<file path="src/rtl/alu_issue_unit.sv">
// Issue side of the combinational MIPS ALU: decodes one instruction, drives
// registered operands, waits SETTLE_CYCLES, then returns the captured result.
`timescale 1ns/1ps
module alu_issue_unit #(
   parameter int SETTLE_CYCLES = 1,
   parameter int WIDTH         = 32
) (
   input  logic             clk,
   input  logic             reset,
   input  logic             in_valid,
   output logic             in_ready,
   input  logic [31:0]      instr,
   input  logic [WIDTH-1:0] rs_val,
   input  logic [WIDTH-1:0] rt_val,
   output logic [WIDTH-1:0] alu_a,
   output logic [WIDTH-1:0] alu_b,
   output logic [2:0]       alu_cont,
   input  logic [WIDTH-1:0] alu_result,
   input  logic             alu_zero,
   output logic             out_valid,
   input  logic             out_ready,
   output logic [WIDTH-1:0] out_result,
   output logic             out_zero,
   output logic             out_taken,
   output logic             out_err
);

   typedef enum logic [1:0] {IDLE, EXEC, DONE} state_t;

   state_t     state;
   logic [3:0] cnt;
   logic       is_beq, is_bne, illegal;

   logic [5:0]       opcode, funct;
   logic [15:0]      imm;
   logic             dec_ok, dec_beq, dec_bne;
   logic [2:0]       dec_cont;
   logic [WIDTH-1:0] dec_b;
   logic             unused_fields;

   assign opcode        = instr[31:26];
   assign funct         = instr[5:0];
   assign imm           = instr[15:0];
   assign unused_fields = ^instr[25:16];

   always_comb begin
      dec_ok   = 1'b1;
      dec_beq  = 1'b0;
      dec_bne  = 1'b0;
      dec_cont = 3'b000;
      dec_b    = rt_val;
      case (opcode)
         6'h00: begin
            case (funct)
               6'h20:   dec_cont = 3'b010;
               6'h22:   dec_cont = 3'b110;
               6'h24:   dec_cont = 3'b000;
               6'h25:   dec_cont = 3'b001;
               6'h2A:   dec_cont = 3'b111;
               default: dec_ok   = 1'b0;
            endcase
         end
         6'h08: begin dec_cont = 3'b010; dec_b = {{(WIDTH-16){imm[15]}}, imm}; end
         6'h0A: begin dec_cont = 3'b111; dec_b = {{(WIDTH-16){imm[15]}}, imm}; end
         6'h0C: begin dec_cont = 3'b000; dec_b = {{(WIDTH-16){1'b0}}, imm}; end
         6'h0D: begin dec_cont = 3'b001; dec_b = {{(WIDTH-16){1'b0}}, imm}; end
         6'h04: begin dec_cont = 3'b110; dec_beq = 1'b1; end
         6'h05: begin dec_cont = 3'b110; dec_bne = 1'b1; end
         default: dec_ok = 1'b0;
      endcase
   end

   assign in_ready = (state == IDLE) && !reset;

   always_ff @(posedge clk or posedge reset) begin
      if (reset) begin
         state      <= IDLE;
         cnt        <= '0;
         is_beq     <= 1'b0;
         is_bne     <= 1'b0;
         illegal    <= 1'b0;
         alu_a      <= '0;
         alu_b      <= '0;
         alu_cont   <= 3'b000;
         out_valid  <= 1'b0;
         out_result <= '0;
         out_zero   <= 1'b0;
         out_taken  <= 1'b0;
         out_err    <= 1'b0;
      end else begin
         case (state)
            IDLE: begin
               if (in_valid) begin
                  // Illegal instructions park the ALU on all-zero inputs.
                  alu_a    <= dec_ok ? rs_val : '0;
                  alu_b    <= dec_ok ? dec_b : '0;
                  alu_cont <= dec_ok ? dec_cont : 3'b000;
                  illegal  <= !dec_ok;
                  is_beq   <= dec_ok && dec_beq;
                  is_bne   <= dec_ok && dec_bne;
                  cnt      <= 4'(SETTLE_CYCLES - 1);
                  state    <= EXEC;
               end
            end
            EXEC: begin
               if (cnt == 4'd0) begin
                  if (illegal) begin
                     out_result <= '0;
                     out_zero   <= 1'b1;
                     out_taken  <= 1'b0;
                     out_err    <= 1'b1;
                  end else begin
                     out_result <= alu_result;
                     out_zero   <= alu_zero;
                     out_taken  <= (is_beq && alu_zero) || (is_bne && !alu_zero);
                     out_err    <= 1'b0;
                  end
                  out_valid <= 1'b1;
                  state     <= DONE;
               end else begin
                  cnt <= cnt - 4'd1;
               end
            end
            DONE: begin
               if (out_ready) begin
                  out_valid <= 1'b0;
                  state     <= IDLE;
               end
            end
            default: state <= IDLE;
         endcase
      end
   end

endmodule

</file>
<file path="config.mk">
export PLATFORM = sky130hd
export DESIGN_NAME = alu_issue_unit
export DESIGN_NICKNAME = d
export VERILOG_FILES = /design/src/rtl/alu_issue_unit.sv
export SDC_FILE = /design/constraint.sdc
export NUM_CORES = 1
export LEC_CHECK = 0
export CAP_MARGIN = 15
export CORE_MARGIN = 4
export CORE_UTILIZATION = 40
export CTS_CLUSTER_DIAMETER = 100
export DETAILED_ROUTE_END_ITERATION = 8
export HOLD_SLACK_MARGIN = 0.05
export PLACE_DENSITY = 0.86
export SYNTH_ARGS = -nofsm -noshare
export SYNTH_HDL_FRONTEND = slang
export SYNTH_SLANG_ARGS = --single-unit
</file>
<file path="constraint.sdc">
create_clock -name clk -period 4.9 [get_ports clk]
set_input_delay 1.47 -clock clk [delete_from_list [all_inputs] [get_ports clk]]
set_output_delay 1.47 -clock clk [all_outputs]
set_load 0.005 [all_outputs]
</file>
; Word level (Yosys, flattened, before mapping)
; Cells that the tools add are included.
; W data, S select, Z words.
[classes]
add_sub_neg = 1
eq_ne = 17
muxes = 24
n_reduce_logical = 24
[ops]
columns = op, count
row1 = $mux W32, 3
row2 = $pmux W32 S2, 1
row3 = $eq A6 B6 Y1 const B, 5
row4 = $eq A6 B4 Y1 const B, 4
row5 = $pmux W3 S5, 1
row6 = $eq A6 B3 Y1 const B, 2
row7 = $pmux W3 S4, 1
row8 = $reduce_and A3 Y1, 3
row9 = $mux W1, 8
row10 = $mux W4, 2
row11 = $ne A2 B2 Y1 const B, 4
row12 = $pmux W4 S2, 1
row13 = $logic_not A6 Y1, 1
row14 = $mux W2, 3
row15 = $pmux W2 S3, 1
row16 = $reduce_or A2 Y1, 3
row17 = $reduce_or A6 Y1, 1
row18 = $logic_and A1 B1 Y1, 5
row19 = $reduce_or A5 Y1, 1
row20 = $logic_not A4 Y1, 1
row21 = $pmux W1 S2, 2
row22 = $reduce_and A2 Y1, 2
row23 = $reduce_bool A2 Y1, 2
row24 = $sub A4 B1 Y4 const B, 1
row25 = other kinds (6), 8
[totals]
register_bits = 112
out_inout_bits = 104
wordCells = 79

; Logic depth before layout (Yosys ltp)
; Gate-level depths: netlist (run 1).
[depth]
word_depth = 5
depth_mapped = 7
ltp_nobuf = 6

; Worst setup path before layout (run 1)
; Ideal clock, no wire load.
[synth_path]
path_kind = input -> output
start = in reset
end = out in_ready
arrival_time_ns = 1.630
required_ns = 3.430
setup_slack_ns = 1.800
path_stages = 1
path_buffers = 0
cell_sequence = nor3_1
[synth_via]
elab_chain_cells = 2
[synth_lines]
columns = element, line
row1 = from (decl), 9  ; input logic reset,
row2 = $logic_not A1 Y1 (no line), -
row3 = $logic_and A1 B1 Y1, 73  ; assign in_ready = (state == IDLE) && !reset;
row4 = to (decl), 11  ; output logic in_ready,
; No other way between the ends.

; Worst setup path in the final report (run 1)
; Ends and elaborated chain as after synthesis.

==> metrics.txt, run 1 <==
status finished clean; cell taking the most area after synthesis dfrtp_1; Pwr Density about 430 mW/mm^2; CP required around 3.4 ns; Rows 40; Hold Path End alu_a[10]; drt drc 0; unrepaired setup endpoints after global routing no; ys flop type dfrtp_1; setup tns final 0 ns; Crit. End Element output port; Post-CTS Hold Buffers 0; core box area between 0.01 and 0.015 sq mm; Synth top area share ~55%; Total Wirelength 14600 um; DRT antenna net count 0; area grow syn2layout 53.6%; syn_nets between 600 and 700; crit-path max FO 2; critical path startpoint category input port; Cell Int Power between 2 and 2.5 mW; Hold WC Path Type register to register; initial cell density of the core 41.7%; GRT overflow 0; slew margin rel. 40.5%; final cycle utilization of the critical path a little over four fifths; number of buffers added on ports 226; cell leakage power between 3 and 4 nW; Initial DRC Count around 280; first-pass GRT wire length ~24000 um; clk_skew between 0.006 and 0.007 ns; Vias approximately 4500; clk buf depth 2; Seq cells post-synth ~110; Post-synth EDFFs 0; depth of the worst hold-timing path 2; yosys warns 0; Resized cells post-CTS 0; Detail Placement HPWL 10800 um; WS Path Type input port to output port; largest cells by area after synthesis dfrtp_1 (55%), nand2_1 (10%), o21ai_0 (7.1%), o31ai_2 (6.9%), nand2b_1 (4.2%); Layout fillers around 1000; worst-skew pair later-pin latency around 0.35 ns; Worst Reg-to-Reg Cells 4; fin nets about 860; cell count after placement 880; sequential share of power between 40% and 50%; CTS Buf Count 9; top cell types by occurrence after synthesis nand2_1 (139), dfrtp_1 (112), o21ai_0 (72), clkbuf_1 (34), nand2b_1 (34); GPL Wtd Cong roughly 0.8; Post-Synthesis Cells just over 500; Netlist cell types 39; maximum vdd ir drop roughly 0.00018 V; Clock power frac 23.8%; fraction of layout cells with a size suffix above 1 8.52%; Worst-path clk slew 0.07 ns; H-tree depth 3; gr usage total around 20%; min cycle time layout 4.14 ns; endpoints failing setup 0; FF-to-FF End alu_b[5]; Worst Tran Pin Value roughly 0.9 ns; reg2reg start state[0]; io pins around 240; synthesized area per cell just under 10 sq um; Die Ht 121 um; n_diodes 0; initial antenna violation count 0; Sw Ratio 31.3%; non-filler cells, final between 800 and 900; DR vias/cell 5.04; r2r setup slk 2.78 ns; Max-cap violations 0; CP arrival 2.67 ns; Switch Pwr 1.05 mW; Seq/Total Area, Yosys a little under three fifths; most frequent cell after synthesis nand2_1; Clock Sinks roughly 110; ys async rst share 100%; Die X about 120 um; TritonCTS clock tree yes; final hold vios 0; fmax 0.242 GHz; fin. max-slew vios 0; post-CTS setup buffers 0; Hold Crit Start alu_a[10]; Comb power frac between 30% and 40%; vias in the first global route 4664; die area 0.0146 sq mm; first-pass detailed-route iteration total 4; WHS 0.481 ns; largest net degree at the start of global routing 113; CTS root buffer clkbuf_16; Syn Std Cell Area a little over 0.005 sq mm; DR WL/cell 16.3 um
flip-flops by register name, indices dropped and copies added (netlist names), 2 cells and up:
name and flops:
alu_a 32, cnt 4, state 2, alu_b 32
out_result 32, alu_cont 3
per-layer routing:
metal	global-route usage (%)	wire length, um	vias to the layer above	share of wire [%]
met5	0	0	-	0
met4	6.23	251	0	1.7
met3	6.27	1280	17	8.8
met2	34.8	7160	182	49
met1	24.0	5910	2149	40
li1	-	-	2171	-
critical path, cell delays in order:
cell and delay, ns:
clkdlybuf4s50_1 0.47, nor3_1 0.19, clkdlybuf4s50_1 0.54
stage by stage:
step / setup WS (ns) / cell area, sq um / utilization (%) / power [mW]
final: 0.764 / 7820 / 64.0 / 3.34
after global routing: 0.716 / 7820 / 64.0 / 3.55
after CTS: 0.772 / 7820 / 64.0 / 3.39
after detailed placement: 0.774 / 7490 / 61.3 / 2.58
after global placement: 0.818 / 7490 / 61.3 / 2.51
after floorplan: 0.471 / 5090 / - / 1.86
power by group through the flow:
| stage | clock network, mW | logic [mW] | registers (mW) |
|---|---|---|---|
| floorplan | 0 | 0.532 | 1.33 |
| global placement | 0 | 1.17 | 1.34 |
| detailed placement | 0 | 1.22 | 1.36 |
| CTS | 0.821 | 1.23 | 1.34 |
| global route | 0.852 | 1.33 | 1.37 |
| finish | 0.796 | 1.21 | 1.34 |
cells by family after synthesis:
logic type / after synthesis / synth area share, %
AND/OR/NAND/NOR: 202 / 17.9
AO/OA/AOI/OAI: 137 / 18.6
flip-flops: 112 / 55.1
buffers and inverters: 44 / 3.86
multiplexers: 21 / 4.18
XOR/XNOR: 1 / 0.172
adder cells (fa/ha/maj): 1 / 0.246
cell type report:
| type | count | area, sq um | share of cell area [%] |
|---|---|---|---|
| clock inverters | 6 | 90.1 | 1.15 |
| flip-flops and latches | 112 | 2800 | 35.8 |
| inverters | 5 | 21.3 | 0.272 |
| well taps | 168 | 210 | 2.69 |
| multi-input cells | 362 | 2120 | 27.1 |
| repair buffers | 233 | 2340 | 29.9 |
| clock buffers | 10 | 239 | 3.06 |
how the worst max path moves through the flow:
stage           from       end  slack (ns)
2_1_floorplan  reset  alu_a[0]        0.47
3_3_place_gp   reset  in_ready        0.82
3_5_place_dp   reset  in_ready        0.77
4_1_cts        reset  in_ready        0.77
5_1_grt        reset  in_ready        0.72
6_report       reset  in_ready        0.76
cell usage in the layout, fill, tap and decap left out, types with 2 or more instances in the layout:
| cell type | synthesis | routed |
|---|---|---|
| a21oi_1 | 21 | 21 |
| a22o_1 | 2 | 2 |
| buf_12 | 0 | 2 |
| buf_4 | 0 | 5 |
| bufinv_16 | 0 | 2 |
| clkbuf_16 | 0 | 9 |
| clkdlybuf4s50_1 | 0 | 226 |
| dfrtp_1 | 112 | 112 |
| inv_1 | 5 | 4 |
| mux2_2 | 2 | 2 |
| mux2i_1 | 19 | 19 |
| nand2_1 | 139 | 138 |
| nand2b_1 | 34 | 34 |
| nand3_1 | 2 | 2 |
| nor2_1 | 10 | 10 |
| nor3_1 | 4 | 4 |
| o21ai_0 | 72 | 72 |
| o31ai_1 | 6 | 6 |
| o31ai_2 | 28 | 28 |
| or4b_2 | 2 | 2 |
Note: power is estimated with default switching activity, not from simulation.
==> run 2: changes to the inputs <==
clock period = 4.2 ns   (was 4.9 ns; I/O delays follow)
==> run 2 against run 1 <==
Compared with the run above: final cell count rose by 0.22%; core utilization rose by 0.092 points; first-iteration DRC count fell by 34%; via count rose by 0.22%; sequential cell count did not move; register-to-register slack got worse by 0.92 ns; sequential power rose by 16%; clock-buffer cell count rose by 1; design area rose by 0.14%; non-clock buffer count rose by 2; clock skew barely moved.
==> metrics.txt, run 2 (same netlist as run 1, synthesis figures left out) <==
Worst-path clk slew 0.06 ns (was 0.07 ns); Max-cap violations 0 (unchanged); biggest registers after layout alu_a x32, alu_b x32, out_result x32 (unchanged); n_diodes 0 (unchanged); Pwr Density 503 mW/mm^2 (was 428 mW/mm^2); DRT antenna net count 0 (unchanged); Layout Utilization 64.1% (was 64.0%); CP arrival 2.43 ns (was 2.67 ns); Hold Crit Start is_bne (was alu_a[10]); fin. max-slew vios 0 (unchanged); post-route cell area 0.00783 sq mm (was 0.00782 sq mm); final hold vios 0 (unchanged); Die Ht 121 um (unchanged); Post-CTS Hold Buffers 0 (unchanged); critical path startpoint category input port (unchanged); first-pass GRT wire length 23900 um (was 23500 um); cell count after placement 882 (was 880); reg2reg start cnt[0] (was state[0]); overall power 3.94 mW (was 3.34 mW); CTS Buf Count 9 (unchanged); Worst Reg-to-Reg Cells 6 (was 4); die area 0.0146 sq mm (unchanged); Hold WC Path Type register to register (unchanged); fraction of layout cells with a size suffix above 1 8.49% (was 8.52%); Detail Placement HPWL 11100 um (was 10800 um); CP required 2.94 ns (was 3.43 ns); clk buf depth 2 (unchanged); sequential share of power 39.6% (was 40.0%); fmax 0.271 GHz; vias in the first global route 4639 (was 4664); largest net degree at the start of global routing 82 (was 113); Sw Ratio 30.9% (was 31.3%); Resized cells post-CTS 0 (unchanged); initial antenna violation count 0 (unchanged); Vias 4529 (was 4519); FF-to-FF End out_err (was alu_b[5]); depth of the worst hold-timing path 2 (unchanged); DR WL/cell 16.6 um (was 16.3 um); worst-skew pair later-pin latency 0.35 ns (about the same); area grow syn2layout 53.8% (was 53.6%); Hold Path End is_bne (was alu_a[10]); r2r setup slk 1.86 ns (was 2.78 ns); Crit. End Element output port (unchanged); final cycle utilization of the critical path 87.9%; Cell Int Power 2.72 mW (was 2.30 mW); H-tree depth 3 (unchanged); Post-Place Setup Slack 0.526 ns (was 0.774 ns); WHS 0.467 ns (was 0.481 ns); highest-count cells in the layout ignoring fill and taps clkdlybuf4s50_1 (226), nand2_1 (138), dfrtp_1 (112), o21ai_0 (72), nand2b_1 (34) (unchanged); WS Path Type input port to output port (unchanged); crit-path max FO 2 (unchanged); maximum vdd ir drop 0.000261 V (was 0.000183 V); status finished clean (unchanged); GRT overflow 0 (unchanged); Worst Tran Pin Value 0.923 ns (was 0.892 ns); Layout fillers 1004 (was 1011); min cycle time layout ~3.7 ns; drt drc 0 (unchanged); Post-DP Area 0.00749 sq mm (about the same); DR vias/cell 5.04 (about the same); io pins 237 (unchanged); initial cell density of the core 41.7% (unchanged); number of buffers added on ports 226 (unchanged); post-CTS setup buffers 0 (unchanged); Total Wirelength 14900 um (was 14600 um); most common cell after layout, fill and taps aside clkdlybuf4s50_1 (unchanged); cell leakage power 3.29 nW (about the same); core box area 0.0122 sq mm (unchanged); CTS root buffer clkbuf_16 (unchanged); fin nets 859 (was 857); Switch Pwr 1.22 mW (was 1.05 mW); unrepaired setup endpoints after global routing no (unchanged); endpoints failing setup 0 (unchanged); gr usage total 20.6% (was 20.1%); Clock power frac 24.6% (was 23.8%); Initial DRC Count 185 (was 281); slew margin rel. 38.3% (was 40.5%); GPL Wtd Cong 0.751 (was 0.784); first-pass detailed-route iteration total 4 (unchanged); Die X 121 um (unchanged); clk_skew 0.00696 ns (was 0.00672 ns); setup tns final 0 ns (unchanged); Rows 40 (unchanged); Clock Sinks 112 (unchanged); PnR worst setup slack 0.510 ns (was 0.764 ns); Comb power frac 35.8% (was 36.1%); TritonCTS clock tree yes (unchanged); non-filler cells, final 898 (was 896)
## run 2: worst max-delay path by stage
stage / start / to / slack, ns
3_5_place_dp: reset / in_ready / 0.53
5_1_grt: reset / in_ready / 0.49
4_1_cts: reset / in_ready / 0.52
2_1_floorplan: reset / in_ready / 1.52
6_report: reset / in_ready / 0.51
3_3_place_gp: reset / in_ready / 0.49
## run 2: cell type report
| type | count | area [sq um] | area share [%] |
|---|---|---|---|
| clock inverters | 5 | 104 | 1.33 |
| inverters | 5 | 22.5 | 0.288 |
| well taps | 168 | 210 | 2.68 |
| flip-flops and latches | 112 | 2800 | 35.8 |
| clock buffers | 11 | 233 | 2.97 |
| multi-input cells | 362 | 2120 | 27.0 |
| repair buffers | 235 | 2340 | 29.9 |
## run 2: per-layer routing
layer	routed length, um	up-vias	track usage, %
met4	295	0	7.79
met2	7180	194	34.3
met5	0	-	0
met1	6160	2149	25.0
li1	-	2168	-
met3	1250	18	6.55
## run 2: power by group through the flow
stage | Combinational (mW) | Sequential, mW | Clock (mW)
after floorplan | 0.621 | 1.55 | 0
after global placement | 1.37 | 1.56 | 0
after detailed placement | 1.42 | 1.58 | 0
after CTS | 1.43 | 1.56 | 0.994
after global routing | 1.55 | 1.61 | 1.03
final | 1.41 | 1.56 | 0.971
## run 2: worst max-delay path, cell delays in order
cell	delay (ns)
clkdlybuf4s50_1	0.46
nor3_1	0.15
clkdlybuf4s50_1	0.55
==> run 3: changes to the inputs <==
CAP_MARGIN = 20   (was 15)
DONT_BUFFER_PORTS = 1   (was default)
PLACE_DENSITY = 0.62   (was 0.86)
==> run 3 against run 2 <==
Compared with the run above: clock skew is 0.0035 ns higher; clock power is 18% lower; hold slack better by 0.030 ns; worst setup slack better by 0.99 ns; combinational power is 51% lower; sequential share of layout area is 15 points higher; non-clock buffer count is 225 lower; first-iteration DRC count is 4.9% higher; register-to-register slack better by 0.25 ns; global-route usage is 4.8 points lower; critical path type unchanged; critical endpoint unchanged; largest cell class unchanged; largest power group unchanged.
==> metrics.txt, run 3 (same netlist as run 1, synthesis figures left out) <==
die area 0.0146 sq mm (unchanged); Detail Placement HPWL 8580 um (was 11100 um); most common cell after layout, fill and taps aside nand2_1 (was clkdlybuf4s50_1); Crit. End Element output port (unchanged); Die Ht 121 um (unchanged); Die X 121 um (unchanged); Worst Reg-to-Reg Cells 4 (was 6); min cycle time layout 2.70 ns (was 3.69 ns); core box area 0.0122 sq mm (unchanged); first-pass GRT wire length 18600 um (was 23900 um); FF-to-FF End alu_b[25] (was out_err); delay-heaviest family, CP simple AND/OR/NAND/NOR gates (was buffers and inverters); Vias 3496 (was 4529); WS Path Type input port to output port (unchanged); WHS 0.497 ns (was 0.467 ns); setup tns final 0 ns (unchanged); fraction of layout cells with a size suffix above 1 12.5% (was 8.49%); max incr delay on CP 0.18 ns (was 0.55 ns); critical path startpoint category input port (unchanged); n_diodes 0 (unchanged); vias in the first global route 3644 (was 4639); CP required 2.94 ns (about the same); r2r setup slk 2.11 ns (was 1.86 ns); status finished clean (unchanged); first-pass detailed-route iteration total 4 (unchanged); area of the multi-input gates 0.00212 sq mm (unchanged); Initial DRC Count 194 (was 185); Hold Crit Start is_bne (unchanged); CTS root buffer clkbuf_16 (unchanged); final hold vios 0 (unchanged); Layout fillers 1225 (was 1004); gr usage total 15.8% (was 20.6%); fin. max-slew vios 0 (unchanged); biggest registers after layout alu_a x32, alu_b x32, out_result x32 (unchanged); reg2reg start state[1] (was cnt[0]); worst-skew pair later-pin latency 0.34 ns (was 0.35 ns); initial antenna violation count 0 (unchanged); depth of the worst hold-timing path 2 (unchanged); fmax 0.370 GHz (was 0.271 GHz); endpoints failing setup 0 (unchanged); Pwr Density 567 mW/mm^2 (was 503 mW/mm^2); Hold WC Path Type register to register (unchanged); Post-Place Setup Slack 1.29 ns (was 0.526 ns); DR WL/cell 17.5 um (was 16.6 um); Clock Sinks 112 (unchanged); number of buffers added on ports 0 (was 226); H-tree depth 3 (unchanged); fin nets 634 (was 859); slew margin rel. 37.2% (was 38.3%); drt drc 0 (unchanged); largest net degree at the start of global routing 88 (was 82); Rows 40 (unchanged); unrepaired setup endpoints after global routing no (unchanged); crit-path max FO 2 (unchanged); CP arrival 1.44 ns (was 2.43 ns); post-CTS setup buffers 0 (unchanged); TritonCTS clock tree yes (unchanged); io pins 237 (unchanged); Hold Path End is_bne (unchanged); final cycle utilization of the critical path 64.3% (was 87.9%); Slowest cell on crit path nor3_1 (was clkdlybuf4s50_1); sequence of cells on the critical path nor3_1 (was clkdlybuf4s50_1 > nor3_1 > clkdlybuf4s50_1); Max-cap violations 0 (unchanged); initial cell density of the core 41.7% (unchanged); GPL Wtd Cong 0.772 (was 0.751); GRT overflow 0 (unchanged); Worst Tran Pin Value 0.941 ns (was 0.923 ns); highest-count cells in the layout ignoring fill and taps nand2_1 (138), dfrtp_1 (112), o21ai_0 (72), nand2b_1 (34), o31ai_2 (28) (was clkdlybuf4s50_1 (226), nand2_1 (138), dfrtp_1 (112), o21ai_0 (72), nand2b_1 (34)); DRT antenna net count 0 (unchanged); area grow syn2layout 8.11% (was 53.8%); DR vias/cell 5.19 (was 5.04); maximum vdd ir drop 0.000226 V (was 0.000261 V); number of buffers and inverters on the critical path 0 (was 2); cell leakage power 2.42 nW (was 3.29 nW); clk_skew 0.0105 ns (was 0.00696 ns); Resized cells post-CTS 0 (unchanged); Layout Utilization 45.1% (was 64.1%); register area 0.00280 sq mm (unchanged); Worst-path clk slew 0.07 ns (was 0.06 ns); PnR worst setup slack 1.50 ns (was 0.510 ns); clk buf depth 2 (unchanged); Post-CTS Hold Buffers 0 (unchanged); Total Wirelength 11800 um (was 14900 um); CTS Buf Count 9 (unchanged)
run 3: through the flow:
| step | power [mW] | instance area (sq um) | std cells |
|---|---|---|---|
| floorplan | 2.17 | 5090 | 518 |
| global placement | 2.32 | 5230 | 657 |
| detailed placement | 2.37 | 5230 | 657 |
| CTS | 3.17 | 5500 | 673 |
| global route | 3.36 | 5500 | 673 |
| finish | 3.12 | 5500 | 673 |
run 3: power breakdown:
group | switching (mW) | internal [mW] | leakage, nW
clock | 0.379 | 0.421 | 0.133
sequential | 0.273 | 1.36 | 1.52
combinational | 0.428 | 0.257 | 0.767
total | 1.08 | 2.04 | 2.42
run 3: worst max path at each step:
stage              start   endpoint  slack, ns  depth (start not counted)
6_report           reset   in_ready       1.50                          1
4_1_cts            reset   in_ready       1.49                          1
5_1_grt            reset   in_ready       1.47                          1
3_5_place_dp   instr[26]  alu_b[27]       1.29                          5
2_1_floorplan      reset   in_ready       1.52                          1
3_3_place_gp   instr[26]    illegal       1.41                          5
run 3: area by class of cell:
class / instances / share of cell area (%)
Clock buffer: 12 / 4.48
Clock inverter: 4 / 0.546
Inverter: 5 / 0.409
Multi-Input combinational cell: 362 / 38.5
Sequential cell: 112 / 50.9
Tap cell: 168 / 3.82
Timing Repair Buffer: 10 / 1.36
run 3: routing by layer:
layer,global-route usage (%),part of all wire (%)
met4,4.67,1.2
met1,19.8,41
met2,25.9,48
met5,0,0
met3,5.19,9.5
run 3: worst min-delay path, stage by stage, from the launching register on:
cell	delay [ns]
dfrtp_1	0.37
nand2_1	0.06
nand2_1	0.05
